### src/rtl/cordic_angle_table.sv
// Arctangent lookup table for the CORDIC datapath: zero-latency read port, byte-serial
// reprogramming port and a sequential restore engine that reloads the default entries.
module cordic_angle_table #(
    parameter int DEPTH = 8,
    parameter int W     = 16
) (
    input  logic         clk,
    input  logic         rst_n,
    input  logic [2:0]   eab_i,
    output logic [W-1:0] edb_o,
    input  logic         cfg_valid_i,
    output logic         cfg_ready_o,
    input  logic [7:0]   cfg_byte_i,
    input  logic [2:0]   cfg_addr_i,
    input  logic         cfg_restore_i,
    input  logic         lock_i,
    output logic         busy_o,
    output logic         dirty_o
);

    typedef enum logic [1:0] {
        IDLE    = 2'd0,
        LO      = 2'd1,
        RESTORE = 2'd2
    } state_t;

    state_t         state_q, state_d;
    logic [W-1:0]   entry_q [DEPTH];
    logic [W-1:0]   entry_d [DEPTH];
    logic [7:0]     lo_q, lo_d;
    logic [2:0]     cnt_q, cnt_d;
    logic           dirty_q, dirty_d;
    logic           accept;

    // atan(2^-n) in Q8.8 degrees.
    function automatic logic [W-1:0] default_entry(input logic [2:0] idx);
        case (idx)
            3'd0:    return W'(16'h2D00);
            3'd1:    return W'(16'h1A91);
            3'd2:    return W'(16'h0E09);
            3'd3:    return W'(16'h0720);
            3'd4:    return W'(16'h0394);
            3'd5:    return W'(16'h01CA);
            3'd6:    return W'(16'h00E5);
            default: return W'(16'h0073);
        endcase
    endfunction

    assign edb_o   = entry_q[eab_i];
    assign dirty_o = dirty_q;

    // State register
    always_ff @(posedge clk or negedge rst_n) begin
        if (!rst_n) begin
            state_q <= IDLE;
        end else begin
            // NOTE: sequential state uses non-blocking assignment so every flop samples pre-edge values.
            state_q <= state_d;
        end
    end

    // Next-state logic
    always_comb begin
        // NOTE: assigning a default before the case keeps this block free of inferred latches.
        state_d = state_q;
        case (state_q)
            IDLE:    if (cfg_restore_i) state_d = RESTORE;
                     else if (accept)   state_d = LO;
            LO:      if (cfg_restore_i) state_d = RESTORE;
                     else if (accept)   state_d = IDLE;
            RESTORE: if (cnt_q == 3'd7) state_d = IDLE;
            default: state_d = IDLE;
        endcase
    end

    // Output logic; ready is forced low in reset and while a restore is requested or running.
    always_comb begin
        busy_o      = (state_q == RESTORE);
        cfg_ready_o = rst_n && !lock_i && (state_q != RESTORE) && !cfg_restore_i;
        accept      = cfg_valid_i && cfg_ready_o;
    end

    // Table, low-byte holder, restore counter and dirty flag next-state.
    always_comb begin
        entry_d = entry_q;
        lo_d    = lo_q;
        cnt_d   = cnt_q;
        dirty_d = dirty_q;
        case (state_q)
            IDLE: begin
                if (cfg_restore_i) begin
                    cnt_d = 3'd0;
                end else if (accept) begin
                    lo_d = cfg_byte_i;
                end
            end
            LO: begin
                if (cfg_restore_i) begin
                    cnt_d = 3'd0;
                    lo_d  = 8'd0;
                end else if (accept) begin
                    entry_d[cfg_addr_i] = {cfg_byte_i, lo_q};
                    dirty_d             = 1'b1;
                end
            end
            RESTORE: begin
                entry_d[cnt_q] = default_entry(cnt_q);
                cnt_d          = cnt_q + 3'd1;
                if (cnt_q == 3'd7) dirty_d = 1'b0;
            end
            default: ;
        endcase
    end

    always_ff @(posedge clk or negedge rst_n) begin
        if (!rst_n) begin
            // NOTE: the table is a register file, not a RAM, so it is reset to its defaults;
            // a reset mid-write or mid-restore must leave a usable table.
            for (int i = 0; i < DEPTH; i++) entry_q[i] <= default_entry(3'(i));
            lo_q    <= 8'd0;
            cnt_q   <= 3'd0;
            dirty_q <= 1'b0;
        end else begin
            entry_q <= entry_d;
            lo_q    <= lo_d;
            cnt_q   <= cnt_d;
            dirty_q <= dirty_d;
        end
    end

endmodule
### config.mk
export PLATFORM = sky130hd
export DESIGN_NAME = cordic_angle_table
export DESIGN_NICKNAME = d
export VERILOG_FILES = /design/src/rtl/cordic_angle_table.sv
export SDC_FILE = /design/constraint.sdc
export NUM_CORES = 1
export LEC_CHECK = 0
export ABC_CLOCK_PERIOD_IN_PS = 2800
export CAP_MARGIN = 15
export CORE_ASPECT_RATIO = 2
export CORE_MARGIN = 10
export CORE_UTILIZATION = 50
export DETAILED_ROUTE_END_ITERATION = 8
export PLACE_DENSITY = 0.67
export SLEW_MARGIN = 20
export SYNTH_ARGS = -nofsm -noshare
export SYNTH_HDL_FRONTEND = slang
export SYNTH_SLANG_ARGS = --single-unit
export TNS_END_PERCENT = 10
### constraint.sdc
create_clock -name clk -period 2.8 [get_ports clk]
set_input_delay 0.56 -clock clk [delete_from_list [all_inputs] [get_ports clk]]
set_output_delay 0.56 -clock clk [all_outputs]
set_load 0.02 [all_outputs]
==> results of run 1 <==
==> power groups by stage <==
stage	sequential, mW	clock [mW]	combinational [mW]
final	3.62	2.42	4.25
after global routing	3.67	2.52	4.58
after CTS	3.59	2.42	4.23
after detailed placement	3.60	0	4.26
after global placement	3.60	0	4.15
after floorplan	3.29	0	2.93
==> cells by family (layout without fill, tap and decap cells) <==
logic type | count (synthesis) | after routing | share of synthesized area [%]
muxes | 63 | 63 | 13.6
DFF | 142 | 142 | 46.1
xor gates and xnor gates | 1 | 1 | 0.112
and+or+nand+nor | 219 | 219 | 14.8
AOI/OAI and AO/OA | 202 | 202 | 20.0
buffers and inverters | 70 | 145 | 4.21
adders and majority gates | 7 | 7 | 1.12
==> layout make-up <==
cell class,count,area (um^2)
clock inverter,13,189
tap,198,248
sequential,142,3600
timing repair buffer,99,826
clock buffer,19,433
multi-input combinational,492,3880
fill,1262,6070
inverter,14,52.6
==> sequential cells by signal, indices dropped and copies added, names as in the netlist <==
| signal | count |
|---|---|
| entry_q | 128 |
| lo_q | 8 |
| cnt_q | 3 |
| state_q | 2 |
| dirty_o | 1 |
==> Yosys cell counts, drive strengths merged, types with 5 or more instances <==
master / number / area [um^2]
a21oi: 5 / 36.3
nand2: 42 / 168
nor2: 68 / 260
a31oi: 18 / 113
dfrtp: 103 / 2580
dfstp: 39 / 1020
nand3: 29 / 170
ha: 7 / 87.6
mux2: 23 / 259
nand2b: 7 / 43.8
a221o: 51 / 510
clkbuf: 29 / 109
mux2i: 8 / 80.1
o22a: 7 / 61.3
o32ai: 7 / 76.3
nor4: 11 / 75.1
o2bb2ai: 9 / 78.8
and2: 13 / 83.8
nand3b: 5 / 37.5
o31ai: 25 / 188
o21ai: 48 / 240
mux4: 32 / 721
nor3: 19 / 115
buf: 27 / 168
a21o: 6 / 45.0
inv: 14 / 52.6
==> placed cells by master, fill, tap and decap left out, drive strengths merged, types with 8 or more instances in the layout <==
master / netlist / final
nand3: 29 / 29
buf: 27 / 65
clkbuf: 29 / 30
mux2: 23 / 23
nor4: 11 / 11
dfstp: 39 / 39
and2: 13 / 13
mux2i: 8 / 8
nor2: 68 / 68
o31ai: 25 / 25
dfrtp: 103 / 103
o2bb2ai: 9 / 9
nand2: 42 / 42
o21ai: 48 / 48
clkdlybuf4s50: 0 / 18
a221o: 51 / 51
inv: 14 / 16
nor3: 19 / 19
mux4: 32 / 32
a31oi: 18 / 18
==> worst max-delay path, delay by kind of cell <==
family / cells / cell delay [ns]
buf+inv: 3 / 1.02
mux: 2 / 0.62
==> routing by layer <==
layer	global-route usage, %	vias up	part of all wire [%]
li1	-	2849	-
met1	31.0	3448	36
met2	42.5	431	50
met3	5.16	118	7.7
met4	17.1	0	6.4
met5	0	-	0
==> what timing repair did <==
item,CTS,global route
gates cloned,0,0
gates resized for setup,28,20
endpoints found under the setup margin,16,15
endpoints found under the hold margin,0,0
==> worst min path at each step <==
stage | depth (start not counted) | end | slack (ns)
floorplan | 0 | cnt_q[0]$_DFFE_PN0P_ | 0.26
global placement | 1 | entry_q[84]$_DFFE_PN0P_ | 0.45
detailed placement | 2 | entry_q[55]$_DFFE_PN1P_ | 0.47
CTS | 2 | entry_q[26]$_DFFE_PN0P_ | 0.18
global route | 2 | entry_q[26]$_DFFE_PN0P_ | 0.19
finish | 2 | entry_q[26]$_DFFE_PN0P_ | 0.17
==> through the flow <==
stage	power (mW)	TNS, ns	hold WS (ns)
after floorplan	6.22	0	0.264
after global placement	7.75	-3.17	0.454
after detailed placement	7.87	-3.63	0.467
after CTS	10.3	0	0.177
after global routing	10.8	-0.0233	0.186
final	10.3	0	0.169
==> flow_summary.toml, run 1 <==
[placement]
numPlacedInstances = 945
placed_cell_area_um2 = 8660
portBuffers = 37
dp_hpwl_mm = 19.3
gp_congestion = 0.956
pre_cts_slack_ns = -0.260

[timing]
tightest_slew_ns = 0.864
skew_ns = 0.00714
drv_slew = 0
max_slew_margin_pct = 42.4
hold_viol = 0
final-setup-viol-count = 0
rsz0062_at_grt = "yes"
fin_ws_ns = 0.0334
min_period_over_period_pct = 98.8
fmax_mhz = 361
min_period_ns = 2.77

[clock_tree]
clk_pin_slew_ns = 0.06
cts_hold_buffers = 0
cts_buffer_depth = 2
htree_levels = 4
cts_tree = "done"
post_cts_buffers = 0
clk_latency_ns = 0.43
root_buffer = "clkbuf_16"
clock_sink_count = 142
numCtsBuffers = 17

[power_and_ir_drop]
power.share.clock_pct = 23.5
seqPwrFrac_pct = 35.1
p_leak_nw = 3.85
max-vdd-ir-drop_mv = 0.750
swShare_pct = 39.2
p_int_mw = 6.26
power_switching_mw = 4.03
powerDensity_nw_per_um2 = 1110
power_frac_comb_pct = 41.3

[logic_synthesis]
ys_types = 68
async_flop_share_pct = 100
synth_edf_count = 0
syn_nets = 730
synth_flop_cell = "dfrtp_1"
syn_inst = 704
syn-cell-area_um2 = 7810
yosysSeqAreaShare_pct = 46.1
syn_area_per_cell_um2 = 11.1
yosysWarnings = 0
ys_seq_elements = 142

[setup_path]
reg2reg_from = "cnt_q[1]$_DFFE_PN0P_"
worst-path-max-fanout = 32
reg2reg_to = "entry_q[112]$_DFFE_PN0P_"
cp.arrival_ns = 2.21
rr_worst_depth = 6
r2r_slack_ns = 0.37
cp-end-kind = "primary output"
critical_path_class = "in -> out"
crit_chain = "clkdlybuf4s50_1 > buf_12 > mux4_2 > mux2_2 > clkdlybuf4s15_1"
critPathMaxStageDelay_ns = 0.50
critPathLaunchType = "input pin"
endpoint = "edb_o[15]"
crit_slowest_cell = "clkdlybuf4s50_1"
critPathRequiredTime_ns = 2.24
crit_start = "eab_i[1]"

[layout]
drive_above_1_share_pct = 29.3
finalInstanceArea_um2 = 9230
num_antenna_cells = 0
instances_no_fill = 977
final_util_pct = 60.3
layout.nets = 792
syn2layout_area_growth_pct = 18.2

[routing]
vias = 6846
first_pass_iters = 5
drt_iter0_drc = 703
wl_per_cell_um = 28.1
wirelength_mm = 27.4
vias_per_cell = 7.01
detail-route-antenna-nets = 0
remaining_drc_errors = 0

[die]
rows = 64
ios = 38
start_util_pct = 51.0
die_h_um = 197
die-area_um2 = 21300
die_x_um = 108
fp.coreArea_um2 = 15300

[grt]
track_usage_pct = 26.3
antenna_found_initial = 0
grt_start_max_net_pins = 70
grt_remaining_overflow = 0
grt_pass1_vias = 7072
grt_first_pass_wirelength_mm = 42.1

[outcome]
status = "finished, final reports clean"

[job]
cap_violations = 0

[min_path]
hold_path.class = "in -> async"
No activity file was read; power rests on OpenSTA's default activity.
==> inputs of run 2 (changes only) <==
--- a/config.mk
+++ b/config.mk
@@ -7,7 +7,6 @@
 export LEC_CHECK = 0
 export ABC_CLOCK_PERIOD_IN_PS = 2800
 export CAP_MARGIN = 15
-export CORE_ASPECT_RATIO = 2
 export CORE_MARGIN = 10
 export CORE_UTILIZATION = 50
 export DETAILED_ROUTE_END_ITERATION = 8
==> flow_summary.toml, run 2 (synthesis results as in run 1) <==
[die]
fp.coreArea_um2 = 15300
die_h_um = 145
start_util_pct = 51.2
die_x_um = 145
ios = 38
rows = 45
die-area_um2 = 21000

[timing]
min_period_over_period_pct = 94.4
rsz0062_at_grt = "no"
tightest_slew_ns = 0.750
fin_ws_ns = 0.156
fin_hold_ws_ns = 0.327
fin_setup_tns_ns = 0
fmax_mhz = 378
drv_slew = 0
final-setup-viol-count = 0
skew_ns = 0.00700
hold_viol = 0
min_period_ns = 2.64
max_slew_margin_pct = 49.9

[routing]
first_pass_iters = 5
vias = 6906
detail-route-antenna-nets = 0
wl_met2_mm = 13.0
wl_met1_mm = 10.7
wl_per_cell_um = 28.8
dr.max_layer_used = "met4"
dr_wl_met3_mm = 3.21
wirelength_mm = 28.8
remaining_drc_errors = 0
drt_iter0_drc = 843
vias_per_cell = 6.91

[grt]
grt_start_max_net_pins = 140
grt_remaining_overflow = 0
antenna_found_initial = 0
grt_pass1_vias = 6920
track_usage_pct = 26.6
grt_first_pass_wirelength_mm = 42.7

[layout]
final_cell_mix = "dfrtp_1, nor2_1, buf_4"
final_util_pct = 61.7
layout.nets = 801
largest_register_ffs = 128
largest_register = "entry_q"
num_antenna_cells = 0
final_common_cell = "dfrtp_1"
top_regs = "entry_q (128), lo_q (8), cnt_q (3)"
syn2layout_area_growth_pct = 20.6
drive_above_1_share_pct = 28.7

[setup_path]
r2r_slack_ns = 0.27
reg2reg_from = "cnt_q[1]$_DFFE_PN0P_"
rr_worst_depth = 6
reg2reg_to = "entry_q[102]$_DFFE_PN0P_"
worst-path-max-fanout = 17
critPathRequiredTime_ns = 2.24
critical_path_class = "in -> out"
cp-end-kind = "primary output"
cp.arrival_ns = 2.08
critPathLaunchType = "input pin"

[power_and_ir_drop]
max-vdd-ir-drop_mv = 0.754
p_leak_nw = 3.94
powerDensity_nw_per_um2 = 1110

[clock_tree]
clk_pin_slew_ns = 0.06
htree_levels = 4
cts_tree = "done"
numCtsBuffers = 17
clk_latency_ns = 0.43
cts_buffer_depth = 2
clock_sink_count = 142
root_buffer = "clkbuf_16"

[placement]
dp_hpwl_mm = 19.9
gp_congestion = 0.965
portBuffers = 37
pre_cts_slack_ns = -0.255

[job]
cap_violations = 0

[outcome]
status = "finished, final reports clean"

[min_path]
hold_path.class = "in -> async"
-- run 2: timing repair --
item	in CTS	in global routing
setup endpoints to repair	16	17
hold buffers	1	0
cloned	0	1
resized for setup	26	2
endpoints found under the hold margin	3	0
buffers inserted	0	0
-- run 2: layout make-up --
| cell class | count | area, um^2 |
|---|---|---|
| timing repair buffer | 108 | 1000 |
| sequential | 142 | 3600 |
| fill | 1241 | 5840 |
| inverter | 14 | 52.6 |
| clock inverter | 13 | 163 |
| multi-input combinational | 492 | 3880 |
| clock buffer | 19 | 453 |
| tap | 211 | 264 |
-- run 2: worst max-delay path by stage --
stage	from	endpoint	slack (ns)	depth (start not counted)
detailed placement	eab_i[1]	edb_o[15]	-0.25	5
global route	eab_i[0]	edb_o[3]	0.12	5
CTS	eab_i[1]	edb_o[9]	0.002	5
global placement	eab_i[1]	edb_o[10]	-0.23	5
finish	eab_i[0]	edb_o[7]	0.16	5
floorplan	cnt_q[0]$_DFFE_PN0P_	entry_q[116]$_DFFE_PN0P_	0.30	9
-- run 2: through the flow --
stage	total power, mW	area (um^2)	instances
2_1_floorplan	6.22	7810	704
3_3_place_gp	7.94	8770	965
3_5_place_dp	8.04	8770	965
4_1_cts	10.4	9390	998
5_1_grt	10.9	9420	999
6_report	10.5	9420	999
-- run 2: power by group --
part	leakage, nW	internal [mW]	switching (mW)
Combinational	1.89	1.89	2.64
Clock	0.296	1.45	0.927
Sequential	1.76	2.98	0.594
-- run 2: worst max-delay path, cell delays in order --
cell and delay, ns:
buf_2 0.19, buf_12 0.21, mux4_2 0.52, mux2_2 0.27, dlygate4sd2_1 0.32
-- run 2: routing by layer --
| layer | GRT usage [%] | vias up |
|---|---|---|
| met5 | 0 | - |
| met4 | 16.5 | 0 |
| met2 | 40.6 | 509 |
| li1 | - | 2871 |
| met1 | 33.0 | 3403 |
| met3 | 6.95 | 123 |
